==> src/rtl/cache_arb_defs.sv <==
// -----------------------------------------------------------------------------
// cache_arb_defs
// Shared definitions for the cache-to-memory arbiter: FSM state encoding,
// grant identifiers and default bus widths.
// Optional build macro used by importers: ARB_RR_EN (round-robin tie-break).
// -----------------------------------------------------------------------------
package cache_arb_defs;

   localparam int ADDR_W_DEF = 32;
   localparam int DATA_W_DEF = 32;

   typedef enum logic [1:0] {
      IDLE  = 2'd0,
      GNT_I = 2'd1,
      GNT_D = 2'd2,
      DRAIN = 2'd3
   } arb_state_t;

   typedef enum logic {
      GRANT_I = 1'b0,
      GRANT_D = 1'b1
   } grant_t;

endpackage

==> src/rtl/arb_pick.sv <==
// -----------------------------------------------------------------------------
// arb_pick
// Combinational 2-way picker between the Icache and the Dcache.
// Build macro: ARB_RR_EN
//   undefined : Dcache always wins a tie (last_grant is ignored)
//   defined   : a tie goes to the requester that was not served last
// Ports:
//   i_req, d_req  : raw requests from the two caches
//   last_grant    : requester of the most recent successful transfer
//   grant_valid   : at least one request present
//   grant_id      : chosen requester (GRANT_I / GRANT_D)
// -----------------------------------------------------------------------------
module arb_pick
   import cache_arb_defs::*;
(
   input  logic   i_req,
   input  logic   d_req,
   input  grant_t last_grant,
   output logic   grant_valid,
   output grant_t grant_id
);

`ifdef ARB_RR_EN
   // Pick the requester; a tie alternates away from the last served cache.
   always_comb begin
      grant_valid = i_req | d_req;
      grant_id    = GRANT_I;
      if (i_req && d_req) begin
         grant_id = (last_grant == GRANT_D) ? GRANT_I : GRANT_D;
      end else if (d_req) begin
         grant_id = GRANT_D;
      end else begin
         grant_id = GRANT_I;
      end
   end
`else
   logic unused_last_grant_s;

   assign unused_last_grant_s = last_grant;

   // Pick the requester; the Dcache has fixed priority on a tie.
   always_comb begin
      grant_valid = i_req | d_req;
      grant_id    = GRANT_I;
      if (d_req) begin
         grant_id = GRANT_D;
      end else begin
         grant_id = GRANT_I;
      end
   end
`endif

endmodule

==> src/rtl/cache_mem_arbiter.sv <==
// -----------------------------------------------------------------------------
// cache_mem_arbiter
// Shares one main-memory port between the Icache (read refill) and the Dcache
// (read refill / write-through). One request is latched into registered
// mem_* outputs; memory ready/data are steered only to the granted cache.
// A requester may cancel by dropping its request; the arbiter then spends one
// DRAIN cycle swallowing the stale memory completion.
// Build macro: ARB_RR_EN (round-robin tie-break instead of Dcache priority).
// Ports:
//   clk, rstn                         : clock, async active-low reset
//   i_req/i_addr -> i_ready/i_rdata   : Icache read channel
//   d_req/d_we/d_addr/d_wdata
//                -> d_ready/d_rdata   : Dcache read/write channel
//   mem_req/mem_we/mem_addr/mem_wdata : registered memory request
//   mem_ready/mem_rdata               : memory completion pulse and data
// -----------------------------------------------------------------------------
module cache_mem_arbiter
   import cache_arb_defs::*;
#(
   parameter int ADDR_W = ADDR_W_DEF,
   parameter int DATA_W = DATA_W_DEF
) (
   input  logic              clk,
   input  logic              rstn,
   input  logic              i_req,
   input  logic [ADDR_W-1:0] i_addr,
   output logic              i_ready,
   output logic [DATA_W-1:0] i_rdata,
   input  logic              d_req,
   input  logic              d_we,
   input  logic [ADDR_W-1:0] d_addr,
   input  logic [DATA_W-1:0] d_wdata,
   output logic              d_ready,
   output logic [DATA_W-1:0] d_rdata,
   output logic              mem_req,
   output logic              mem_we,
   output logic [ADDR_W-1:0] mem_addr,
   output logic [DATA_W-1:0] mem_wdata,
   input  logic              mem_ready,
   input  logic [DATA_W-1:0] mem_rdata
);

   arb_state_t state_r;
   grant_t     last_grant_r;
   logic       grant_valid_s;
   grant_t     grant_id_s;

   arb_pick u_arb_pick (
      .i_req       (i_req),
      .d_req       (d_req),
      .last_grant  (last_grant_r),
      .grant_valid (grant_valid_s),
      .grant_id    (grant_id_s)
   );

   // Arbiter FSM and registered memory-port outputs.
   always_ff @(posedge clk or negedge rstn) begin
      if (!rstn) begin
         state_r      <= IDLE;
         mem_req      <= 1'b0;
         mem_we       <= 1'b0;
         mem_addr     <= {ADDR_W{1'b0}};
         mem_wdata    <= {DATA_W{1'b0}};
         last_grant_r <= GRANT_I;
      end else begin
         case (state_r)
            IDLE: begin
               if (grant_valid_s) begin
                  mem_req <= 1'b1;
                  if (grant_id_s == GRANT_D) begin
                     state_r   <= GNT_D;
                     mem_we    <= d_we;
                     mem_addr  <= d_addr;
                     mem_wdata <= d_wdata;
                  end else begin
                     state_r   <= GNT_I;
                     mem_we    <= 1'b0;
                     mem_addr  <= i_addr;
                     mem_wdata <= {DATA_W{1'b0}};
                  end
               end
            end
            GNT_I: begin
               if (!i_req) begin
                  // Cancel: a coincident completion is dropped, else drain it.
                  mem_req <= 1'b0;
                  state_r <= mem_ready ? IDLE : DRAIN;
               end else if (mem_ready) begin
                  mem_req      <= 1'b0;
                  state_r      <= IDLE;
                  last_grant_r <= GRANT_I;
               end
            end
            GNT_D: begin
               if (!d_req) begin
                  mem_req <= 1'b0;
                  mem_we  <= 1'b0;
                  state_r <= mem_ready ? IDLE : DRAIN;
               end else if (mem_ready) begin
                  mem_req      <= 1'b0;
                  mem_we       <= 1'b0;
                  state_r      <= IDLE;
                  last_grant_r <= GRANT_D;
               end
            end
            DRAIN: begin
               // Memory answers a cancelled transfer at most one cycle late,
               // so a single cycle here covers both the pulse and its absence.
               state_r <= IDLE;
            end
            default: begin
               state_r <= IDLE;
               mem_req <= 1'b0;
               mem_we  <= 1'b0;
            end
         endcase
      end
   end

   // Steer the memory completion to the granted, still-requesting cache only.
   always_comb begin
      i_ready = 1'b0;
      i_rdata = {DATA_W{1'b0}};
      d_ready = 1'b0;
      d_rdata = {DATA_W{1'b0}};
      case (state_r)
         GNT_I: begin
            if (i_req && mem_ready) begin
               i_ready = 1'b1;
               i_rdata = mem_rdata;
            end else begin
               i_ready = 1'b0;
               i_rdata = {DATA_W{1'b0}};
            end
         end
         GNT_D: begin
            if (d_req && mem_ready) begin
               d_ready = 1'b1;
               d_rdata = mem_rdata;
            end else begin
               d_ready = 1'b0;
               d_rdata = {DATA_W{1'b0}};
            end
         end
         default: begin
            i_ready = 1'b0;
            d_ready = 1'b0;
         end
      endcase
   end

endmodule

==> config.mk <==
export PLATFORM = sky130hd
export DESIGN_NAME = cache_mem_arbiter
export DESIGN_NICKNAME = d
export VERILOG_FILES = /design/src/rtl/cache_arb_defs.sv /design/src/rtl/arb_pick.sv /design/src/rtl/cache_mem_arbiter.sv
export SDC_FILE = /design/constraint.sdc
export NUM_CORES = 1
export LEC_CHECK = 0
export ABC_AREA = 1
export CAP_MARGIN = 20
export CORE_ASPECT_RATIO = 0.7
export CORE_MARGIN = 2
export CORE_UTILIZATION = 35
export DETAILED_ROUTE_END_ITERATION = 10
export GPL_TIMING_DRIVEN = 0
export PLACE_DENSITY = 0.92
export SYNTH_ARGS = -nofsm -noshare
export SYNTH_HDL_FRONTEND = slang
export SYNTH_SLANG_ARGS = --single-unit
==> constraint.sdc <==
create_clock -name clk -period 4.89 [get_ports clk]
set_clock_uncertainty 0.05 [all_clocks]
set_input_delay 0.978 -clock clk [delete_from_list [all_inputs] [get_ports clk]]
set_output_delay 0.978 -clock clk [all_outputs]
set_load 0.01 [all_outputs]
==> out/qor.yml <==
nNetsFinal: 888
ys_seq_area_share_pct: 47.3
min_period_over_period_pct: 77.7
first_global_vias: 4326
synth_area_mm2: 0.00360
fmax_mhz: 263
ctsResizeCount: 0
hold_violations: 0
die_area_mm2: 0.0111
insertion_delay_ps: 320
fp.dieH_um: 88.9
rows: 30
setup_viol: 0
cts_tree: "done"
syn_nets: 613
finalMaxSlewViolations: 0
fin_util_pct: 68.1
grtUsageTotal_pct: 23.8
num_vias: 4221
post_drt_wl_per_cell_um: 15.4
io-pin-count: 266
ff2ff_setup_slack_ps: 2930
synth_top_area_share_pct: 47.3
clk_pin_slew_ps: 50
worst_slew_pin_slew_ps: 836
ys_seq_elements: 68
htreeDepth: 3
wl_um: 13600
overflow: 0
hold_ws_ps: 429
synth_cell_types: 16
period_needed_ps: 3800
maxSlewHeadroom_pct: 44.2
synth_area_leader_cell: "dfrtp_1"
place_area_mm2: 0.00640
leakage_nw: 2.95
ys_warn_count: 0
cts-buffers-inserted: 9
dp.cells: 866
p_per_area_mw_per_mm2: 473
syn_avg_cell_area_um2: 7.60
cp.arrival_ps: 2770
antenna_cells: 0
cts_buffer_depth: 2
viasPerCell: 4.79
ys_top_cells_by_area: "dfrtp_1 47%, nor2_1 14%, o21ai_0 8.9%"
drc_errors: 0
startpoint_type: "input pin"
die_x_um: 125
fin_setup_tns_ps: 0
drive_gt1_share_pct: 5.31
dp_hpwl_um: 10700
postRouteAntennaNets: 0
ir_drop_mv: 0.309
stdcell_count: 881
cap_violations: 0
gp_congestion: 0.918
setup_ws_ps: 1090
cts_setup_buffers: 0
grt_pass1_wl_um: 21000
cts_root_buf: "clkbuf_16"
rsz0062_at_grt: "no"
antenna_found_initial: 0
pre_cts_slack_ps: 1100
final_cell_area_mm2: 0.00669
postSynthCellCount: 474
core_area_mm2: 0.00983
status: "completed"
first_pass_iters: 5
start_util_pct: 36.6
cp-end-kind: "primary output"
grt_max_degree: 69
worstSetupPathType: "in -> out"
area_delta_synth_final_pct: 85.9
clock-sinks: 68
drtIter0Drc: 238
hold_class: "reg -> reg"
numPortBuffers: 264
hold_buffers: 0
cp.required_ps: 3860
worstPathMaxFanout: 10
report.power.total_mw: 3.16
[placed cells by master (no fill, tap or decap), types with 3 or more instances in the layout]
cell type / n
clkdlybuf4s50_1: 263
nor2_1: 134
inv_1: 77
dfrtp_1: 68
o21ai_0: 64
nand3_1: 38
o21a_1: 32
nand2_1: 18
buf_2: 14
clkbuf_1: 9
clkbuf_16: 9
buf_4: 5
ha_1: 5
buf_6: 4
o21ai_1: 4
clkinv_2: 3
[flip-flops by register name, summed over array words and instances (netlist names)]
register and cells:
mem_addr 32, mem_req 1, mem_wdata 32, mem_we 1
state_r 2
[Yosys cell counts, drive strengths merged]
master,number
clkbuf,9
buf,22
nand3,38
o21a,32
dfrtp,68
ha,5
inv,78
nand2,18
a21oi,2
o21ai,68
nor2,134
[per-layer routing]
| layer | share of wire [%] | vias to the layer above | track usage [%] | wire, um |
|---|---|---|---|---|
| met5 | 0 | - | 0 | 0 |
| met2 | 50 | 200 | 43.1 | 6830 |
| met4 | 2.2 | 0 | 8.28 | 293 |
| met3 | 8.5 | 21 | 8.10 | 1160 |
| li1 | - | 2020 | - | - |
| met1 | 39 | 1980 | 26.9 | 5320 |
[power breakdown]
part | switching, mW | internal, mW | total (mW)
registers | 0.146 | 0.816 | 0.962
clock network | 0.229 | 0.402 | 0.631
logic | 0.736 | 0.835 | 1.57
[area by class of cell]
| type | instances | area, um^2 |
|---|---|---|
| Buffer | 31 | 179 |
| Clock buffer | 10 | 239 |
| Clock inverter | 5 | 52.6 |
| Fill cell | 755 | 3140 |
| Inverter | 78 | 295 |
| Multi-Input combinational cell | 297 | 1430 |
| Sequential cell | 68 | 1700 |
| Tap cell | 128 | 160 |
| Timing Repair Buffer | 264 | 2640 |
[logic make-up (layout without fill, tap and decap cells)]
| logic type | Yosys count | in the layout | share of synthesized area (%) |
|---|---|---|---|
| and+or+nand+nor | 190 | 190 | 21.1 |
| buffers and inverters | 109 | 388 | 13.2 |
| AOI/OAI and AO/OA | 102 | 102 | 16.7 |
| DFF | 68 | 68 | 47.3 |
| adders and majority gates | 5 | 5 | 1.74 |
[critical path, cell delays in order]
cell             delay (ps)
clkdlybuf4s50_1         520
nand3_1                 220
clkbuf_1                290
nor2_1                  200
clkdlybuf4s50_1         560
[final timing paths]
| path | startpoint | end | cells past startpoint |
|---|---|---|---|
| worst min register to register | mem_req$_DFFE_PN0P_ | mem_req$_DFFE_PN0P_ | 2 |
| max in group asynchronous | rstn | mem_addr[25]$_DFFE_PN0P_ | 1 |
| worst min-delay path | mem_req$_DFFE_PN0P_ | mem_req$_DFFE_PN0P_ | 2 |
| min in group asynchronous | rstn | mem_wdata[13]$_DFFE_PN0P_ | 1 |
| worst max register to register | state_r[1]$_DFFE_PN0P_ | mem_addr[28]$_DFFE_PN0P_ | 8 |
| worst max-delay path | mem_ready | i_rdata[18] | 5 |
Power figures use the tool's default switching activity.
